===== src/rtl/rr_pkg.sv =====
// rtl/rr_pkg.sv - shared types and helpers for the ROB retirement controller.
package rr_pkg;

  localparam int P_ADDR_WIDTH_DEF = 7;

  function automatic int rid_w(input int depth);
    return (depth > 1) ? $clog2(depth) : 1;
  endfunction

  typedef enum logic [1:0] {
    RUN  = 2'd0,
    REC  = 2'd1,
    HOLD = 2'd2
  } commit_state_e;

  typedef struct packed {
    logic [P_ADDR_WIDTH_DEF-1:0] ppdst;
    logic                        exec;
  } lane_t;

endpackage


===== src/rtl/commit_prefix_sel.sv =====
// rtl/commit_prefix_sel.sv - in-order prefix pop selection and popcount across retire lanes.
module commit_prefix_sel
  import rr_pkg::*;
#(
  parameter int LANES = 2,
  parameter int CW    = $clog2(LANES + 1)
) (
  input  logic             i_en,
  input  logic [LANES-1:0] i_valid,
  input  logic [LANES-1:0] i_exec,
  output logic [LANES-1:0] o_pop,
  output logic [CW-1:0]    o_count
);

  logic w_carry;

  // A lane retires only if every older lane retires in the same cycle.
  always_comb begin
    o_pop   = '0;
    o_count = '0;
    w_carry = i_en;
    for (int i = 0; i < LANES; i++) begin
      o_pop[i] = w_carry & i_valid[i] & i_exec[i];
      w_carry  = o_pop[i];
      o_count  = o_count + CW'(o_pop[i]);
    end
  end

endmodule


===== src/rtl/rob_commit_ctrl.sv =====
// rtl/rob_commit_ctrl.sv - ROB in-order commit, free-list release stage and flush recovery sequencer.
module rob_commit_ctrl
  import rr_pkg::*;
#(
  parameter  int ROB_DEPTH    = 128,
  parameter  int P_ADDR_WIDTH = 7,
  parameter  int INSTR_COUNT  = 2,
  parameter  int FLUSH_HOLD   = 2,
  parameter  int CNT_W        = 32,
  localparam int RID_W        = rid_w(ROB_DEPTH)
) (
  input  logic                                     clk,
  input  logic                                     rst_n,
  input  logic [INSTR_COUNT-1:0]                   i_rob_valid,
  input  logic [INSTR_COUNT-1:0]                   i_rob_exec,
  input  logic [INSTR_COUNT-1:0][P_ADDR_WIDTH-1:0] i_rob_ppdst,
  output logic [INSTR_COUNT-1:0]                   o_rob_pop,
  input  logic                                     i_fl_ready,
  output logic [INSTR_COUNT-1:0]                   o_fl_push,
  output logic [INSTR_COUNT-1:0][P_ADDR_WIDTH-1:0] o_fl_data,
  input  logic                                     i_halt,
  input  logic                                     i_flush_req,
  input  logic [RID_W-1:0]                         i_flush_id,
  output logic                                     o_flush_ready,
  output logic                                     o_rec_en,
  output logic [RID_W-1:0]                         o_rec_id,
  output logic [CNT_W-1:0]                         o_retired_cnt,
  output logic [CNT_W-1:0]                         o_stall_cnt
);

  localparam int HOLD_W = (FLUSH_HOLD > 1) ? $clog2(FLUSH_HOLD) : 1;
  localparam int PC_W   = $clog2(INSTR_COUNT + 1);

  commit_state_e                          r_state, w_state_nxt;
  logic [HOLD_W-1:0]                      r_hold_cnt, w_hold_nxt;
  logic                                   w_accept, w_ok;
  logic [INSTR_COUNT-1:0]                 w_pop;
  logic [PC_W-1:0]                        w_pop_cnt;
  logic [INSTR_COUNT-1:0]                 r_fl_push;
  logic [INSTR_COUNT-1:0][P_ADDR_WIDTH-1:0] r_fl_data;
  logic                                   r_rec_en;
  logic [RID_W-1:0]                       r_rec_id;
  logic [CNT_W-1:0]                       r_retired_cnt, r_stall_cnt;

  assign o_flush_ready = (r_state == RUN);
  assign w_accept      = i_flush_req & o_flush_ready;
  // A pending flush request blocks commit even in its acceptance cycle.
  assign w_ok          = o_flush_ready & ~i_halt & ~i_flush_req & i_fl_ready;

  commit_prefix_sel #(
    .LANES (INSTR_COUNT),
    .CW    (PC_W)
  ) u_prefix (
    .i_en    (w_ok),
    .i_valid (i_rob_valid),
    .i_exec  (i_rob_exec),
    .o_pop   (w_pop),
    .o_count (w_pop_cnt)
  );

  always_comb begin
    w_state_nxt = r_state;
    w_hold_nxt  = r_hold_cnt;
    case (r_state)
      RUN: begin
        if (w_accept) w_state_nxt = REC;
      end
      REC: begin
        w_state_nxt = HOLD;
        w_hold_nxt  = HOLD_W'(FLUSH_HOLD - 1);
      end
      HOLD: begin
        if (r_hold_cnt == '0) w_state_nxt = RUN;
        else                  w_hold_nxt  = r_hold_cnt - 1'b1;
      end
      default: w_state_nxt = RUN;
    endcase
  end

  always_ff @(posedge clk or negedge rst_n) begin
    if (!rst_n) begin
      r_state       <= RUN;
      r_hold_cnt    <= '0;
      r_rec_en      <= 1'b0;
      r_rec_id      <= '0;
      r_fl_push     <= '0;
      r_fl_data     <= '0;
      r_retired_cnt <= '0;
      r_stall_cnt   <= '0;
    end else begin
      r_state    <= w_state_nxt;
      r_hold_cnt <= w_hold_nxt;
      r_rec_en   <= w_accept;
      if (w_accept) r_rec_id <= i_flush_id;
      r_fl_push <= w_pop;
      for (int i = 0; i < INSTR_COUNT; i++) begin
        if (w_pop[i]) r_fl_data[i] <= i_rob_ppdst[i];
      end
      r_retired_cnt <= r_retired_cnt + CNT_W'(w_pop_cnt);
      if (i_rob_valid[0] & ~w_pop[0]) r_stall_cnt <= r_stall_cnt + 1'b1;
    end
  end

  assign o_rob_pop     = w_pop;
  assign o_fl_push     = r_fl_push;
  assign o_fl_data     = r_fl_data;
  assign o_rec_en      = r_rec_en;
  assign o_rec_id      = r_rec_id;
  assign o_retired_cnt = r_retired_cnt;
  assign o_stall_cnt   = r_stall_cnt;

endmodule


===== config.mk =====
export PLATFORM = sky130hd
export DESIGN_NAME = rob_commit_ctrl
export DESIGN_NICKNAME = d
export VERILOG_FILES = /design/src/rtl/rr_pkg.sv /design/src/rtl/commit_prefix_sel.sv /design/src/rtl/rob_commit_ctrl.sv
export SDC_FILE = /design/constraint.sdc
export NUM_CORES = 1
export LEC_CHECK = 0
export ABC_AREA = 1
export CAP_MARGIN = 20
export CORE_ASPECT_RATIO = 0.8
export CORE_UTILIZATION = 55
export DETAILED_ROUTE_END_ITERATION = 7
export DONT_BUFFER_PORTS = 1
export PLACE_DENSITY = 0.7
export SLEW_MARGIN = 25
export SYNTH_ARGS = -nofsm -noshare
export SYNTH_HDL_FRONTEND = slang
export SYNTH_SLANG_ARGS = --single-unit

===== constraint.sdc =====
create_clock -name clk -period 3.32 [get_ports clk]
set_input_delay 0.498 -clock clk [delete_from_list [all_inputs] [get_ports clk]]
set_output_delay 0.498 -clock clk [all_outputs]
set_load 0.02 [all_outputs]

==> results of run 1 <==
area by class of cell:
type / count / area [um^2]
Clock buffer: 10 / 128
Timing Repair Buffer: 4 / 50.0
Multi-Input combinational cell: 419 / 2050
Fill cell: 742 / 3070
Sequential cell: 91 / 2280
Clock inverter: 6 / 72.6
Tap cell: 108 / 135
Inverter: 52 / 195
cell usage in the layout (no fill, tap or decap), drive strengths merged:
master	n
ha	6
or2	1
buf	4
o21ai	1
nand3	30
xor2	16
bufinv	1
clkinvlp	1
nor3	13
fa	1
nand2	227
nand3b	13
xnor2	19
dfrtp	91
a21oi	3
clkbuf	10
clkinv	4
nor2	72
inv	52
nor4	1
nand4	15
and3	1
registers in the layout, summed over array words and instances (netlist names):
name,count
o_rec_id,7
o_retired_cnt,32
o_rec_en,1
o_fl_push,2
r_hold_cnt,1
o_fl_data,14
r_state,2
o_stall_cnt,32
power by group:
part	internal [mW]	switching (mW)	total, mW
sequential	1.28	0.350	1.63
combinational	0.144	0.240	0.384
clock	0.357	0.413	0.770
total	1.78	1.00	2.78
kinds of logic (layout without fill, tap and decap cells):
family / Yosys count / after routing / share of synthesized area [%]
buf+inv: 56 / 72 / 4.84
simple gates: 373 / 373 / 35.8
xor+xnor: 35 / 35 / 6.74
fa+ha+maj: 7 / 7 / 2.09
compound gates: 4 / 4 / 0.440
flops: 91 / 91 / 50.1
worst reg2reg max path: cells and delay by family, from the launching register on:
family | cells | cell delay [ns]
simple gates | 10 | 1.29
buf+inv | 4 | 0.35
flops | 1 | 0.40
fa+ha+maj | 3 | 0.75
how the worst min path moves through the flow:
stage | startpoint | to | slack (ns) | depth (start not counted)
after CTS | rst_n | o_rec_en | 0.05 | 1
after floorplan | rst_n | o_fl_data[0] | 0.20 | 0
after global routing | rst_n | o_rec_id[5] | 0.06 | 1
after detailed placement | rst_n | o_rec_en | 0.20 | 0
after global placement | rst_n | o_rec_en | 0.20 | 0
final | rst_n | o_fl_data[3] | 0.04 | 1
routing by layer:
metal	part of all wire (%)	global-route usage [%]	up-vias
met4	1.4	7.53	0
met5	0	0	-
met2	44	40.1	133
met1	46	35.6	1773
met3	8.4	7.61	14
li1	-	-	1781
through the flow:
stage                     cell area, um^2  setup WS, ns  cells  util [%]  hold slack [ns]
after floorplan                      4550         0.399    566         -            0.202
after global placement               4680         0.565    673      58.6            0.204
after detailed placement             4680         0.432    673      58.6            0.204
after CTS                            4910         0.403    690      61.5           0.0506
after global routing                 4910        0.0925    690      61.5           0.0564
final                                4910         0.417    690      61.5           0.0353
==> impl_metrics.toml, run 1 <==
[synthesis]
synth_nets = 603
synth-main-ff-cell = "dfrtp_1"
synth-seq-cells = 91
yosys_warnings = 0
syn_area_um2 = 4550
synthTopCellsByCount = "223 x nand2_1, 91 x dfrtp_1, 62 x nor2_1, 48 x inv_1, 26 x nand3_1"
synth_edf_count = 0
synth_top_area_share_pct = 50.1
yosysMostFrequentCell = "nand2_1"
ys_seq_area_share_pct = 50.1
netlist_instances = 566
synth.avg_cell_area_um2 = 8.04
async_reset_ff_share_pct = 100
synthTopCellsByArea = "dfrtp_1 50%, nand2_1 18%, nor2_1 5.1%"
yosysTopAreaCell = "dfrtp_1"
synth_cell_types = 27

[setup_path]
endpoint = "o_retired_cnt[26]"
cp-end-kind = "register"
path_max_fanout = 8
cpPeakStageDelay_ns = 0.40
crit_buf_inv = 4
arrival_ns = 3.16
timing.rr.end = "o_retired_cnt[26]"
slowest_stage = "dfrtp_1"
timing.rr.start = "r_state[0]"
worstPathRequired_ns = 3.58
cp_top_family = "simple AND/OR/NAND/NOR gates"
cp-start-kind = "register"
r2r_slack_ns = 0.42
reg2reg_depth = 17
worstPathCellList = "inv_1, ha_1, inv_1, nor2_1, nand3_2, nor2_2, inv_2, fa_1, inv_1, ha_1, nand3_2, nor3_4, nand2_2, nor2_4, nand2_1, nand2_1, nand2_1"
path_class = "register to register"
cp_num_cells = 17
startpoint = "r_state[0]"

[status]
status = "finished, final reports clean"

[route]
wire_per_inst_um = 15.2
final_antenna_net_count = 0
drc = 0
viasPerCell = 5.36
drtPass1Iterations = 5
via_count = 3701
drt_iter0_drc = 179
wirelength_um = 10500

[timing]
drv_slew = 0
slew_headroom_pct = 61.2
hold_viol = 0
setup-tns-final_ns = 0
worst_pin_slew_ns = 0.577
finClkSkew_ns = 0.0128
fin_crit_ns = 2.90
max_freq_mhz = 345
grt_setup_unrepaired = "no"
post-route-period-util_pct = 87.4
setup_viol = 0

[pwr]
power_mw = 2.78
leakagePower_nw = 2.36
ir_drop_mv = 0.366
power_density_nw_per_um2 = 567

[global_routing]
grt_first_pass_wirelength_um = 17800
grt_max_degree = 92
gr-usage-all-layers_pct = 25.9
antenna_found_initial = 0
grt_overflow = 0
grt_pass1_vias = 3656

[die]
rows = 29
fp.dieH_um = 83.3
initial_core_util_pct = 57.0
die_area_um2 = 8640
io_pins = 121
die_w_um = 104
placeableCoreArea_um2 = 7980

[clocking]
htree_levels = 3
path_clk_slew_ns = 0.10
clkLatencyLatePin_ns = 0.36
numCtsBuffers = 9
cts.sinks = 91
tritoncts = "built"
cts_resized = 0
postCtsSetupRepairBufs = 0
cts-root-buf = "clkbuf_8"
clk_path_buf_depth = 2
cts_hold_buf = 1

[cells_and_area]
drive_gt1_share_pct = 7.22
area_growth_pct = 7.92
nNetsFinal = 614
diodes = 0

[job]
drv_cap = 0

[placement]
portBuffers = 0
place_congestion = 0.897
hpwl_um = 7860

[hold_path]
worstHoldPathType = "input pin to asynchronous set/reset pin"
(Power assumes the default switching activity.)
==> inputs of run 2 (changes only) <==
==> constraint.sdc (replaced) <==
create_clock -name clk -period 3.25 [get_ports clk]
set_input_delay 0.4875 -clock clk [delete_from_list [all_inputs] [get_ports clk]]
set_output_delay 0.4875 -clock clk [all_outputs]
set_load 0.02 [all_outputs]
==> impl_metrics.toml, run 2 (synthesized netlist as in run 1, its figures left out) <==
[placement]
portBuffers = 0
place_congestion = 0.883
post-place-ws_ns = 0.217
place_inst = 672
placed_cell_area_um2 = 4670
hpwl_um = 7660

[route]
viasPerCell = 5.24
drc = 0
wire_per_inst_um = 15.0
final_antenna_net_count = 0
drtPass1Iterations = 5
wirelength_um = 10500
via_count = 3650
drt_iter0_drc = 234

[cells_and_area]
fin_util_pct = 62.3
drive_gt1_share_pct = 8.33
fin_cells = 696
final_cell_mix = "223 x nand2_1, 91 x dfrtp_1, 62 x nor2_1"
layout_commonest_cell = "nand2_1"
diodes = 0
finish.instance_area_um2 = 4970
area_growth_pct = 9.33
nNetsFinal = 620

[setup_path]
path_max_fanout = 8
arrival_ns = 3.30
crit_buf_inv = 4
cp_top_family = "simple AND/OR/NAND/NOR gates"
cp-start-kind = "register"
worstPathCellList = "inv_1, ha_1, inv_1, nor2_1, nand3_4, nor2_2, inv_2, fa_1, inv_1, ha_1, nand3_2, nor3_4, nand2_2, nor2_4, nand2_1, nand2_1, nand2_1"
cp-end-kind = "register"
path_class = "register to register"
worstPathRequired_ns = 3.51
cpPeakStageDelay_ns = 0.40
slowest_stage = "dfrtp_1"

[job]
drv_cap = 0

[clocking]
cts-root-buf = "clkbuf_8"
tritoncts = "built"
cts.sinks = 91
numCtsBuffers = 9
clk_path_buf_depth = 2
clkLatencyLatePin_ns = 0.36
path_clk_slew_ns = 0.10
htree_levels = 3

[die]
initial_core_util_pct = 57.0
die_w_um = 104
fp.dieH_um = 83.3
die_area_um2 = 8640
rows = 29
io_pins = 121
placeableCoreArea_um2 = 7980

[pwr]
leakagePower_nw = 2.39
ir_drop_mv = 0.355
power_density_nw_per_um2 = 577

[timing]
finClkSkew_ns = 0.0109
slew_headroom_pct = 63.3
drv_slew = 0
worst_pin_slew_ns = 0.546
layout_setup_ws_ns = 0.207
post-route-period-util_pct = 93.6
setup_viol = 0
grt_setup_unrepaired = "no"
hold_viol = 0
setup-tns-final_ns = 0
max_freq_mhz = 329
fin_crit_ns = 3.04

[global_routing]
grt_overflow = 0
gr-usage-all-layers_pct = 25.4
antenna_found_initial = 0
grt_pass1_vias = 3560
grt_first_pass_wirelength_um = 17500
grt_max_degree = 92

[status]
status = "finished, final reports clean"

[hold_path]
worstHoldPathType = "input pin to asynchronous set/reset pin"
-- run 2: layout make-up --
| cell class | count | area (um^2) |
|---|---|---|
| multi-input cells | 419 | 2060 |
| clock inverters | 6 | 73.8 |
| flip-flops and latches | 91 | 2280 |
| repair buffers | 10 | 95.1 |
| inverters | 52 | 195 |
| fillers | 728 | 3010 |
| well taps | 108 | 135 |
| clock buffers | 10 | 138 |
-- run 2: path summary, 6_finish.rpt --
path                                     from                end  slack, ns  cells after the start
max in group asynchronous               rst_n    o_stall_cnt[16]       2.84                      1
worst min register to register     r_hold_cnt         r_hold_cnt       0.55                      2
min in group clk                i_flush_id[0]        o_rec_id[0]       0.23                      2
worst max-delay path               r_state[1]  o_retired_cnt[26]       0.21                     17
worst max register to register     r_state[1]  o_retired_cnt[26]       0.21                     17
worst min-delay path                    rst_n       o_fl_data[3]       0.01                      1
-- run 2: stage by stage --
step	hold WS (ns)	total power [mW]
after floorplan	0.192	1.93
after global placement	0.193	2.02
after detailed placement	0.194	2.05
after CTS	0.0385	2.89
after global routing	0.0581	3.03
final	0.0144	2.87
-- run 2: repair_timing --
action / in CTS / in global routing
setup buffers: 0 / 7
hold endpoints to repair: 91 / 0
endpoints found under the setup margin: 0 / 6
gates resized for setup: 0 / 1
hold buffers: 1 / 0
-- run 2: routing by layer --
layer / vias up / track usage, % / wire (um)
met4: 0 / 5.32 / 112
met1: 1702 / 35.9 / 4880
met3: 15 / 8.79 / 1010
li1: 1796 / - / -
met2: 137 / 37.8 / 4470
met5: - / 0 / 0
-- run 2: power breakdown --
part	leakage [nW]	switching, mW	total (mW)	internal (mW)
sequential	1.21	0.360	1.67	1.31
combinational	1.08	0.250	0.398	0.148
clock	0.101	0.422	0.806	0.384
total	2.39	1.03	2.87	1.84
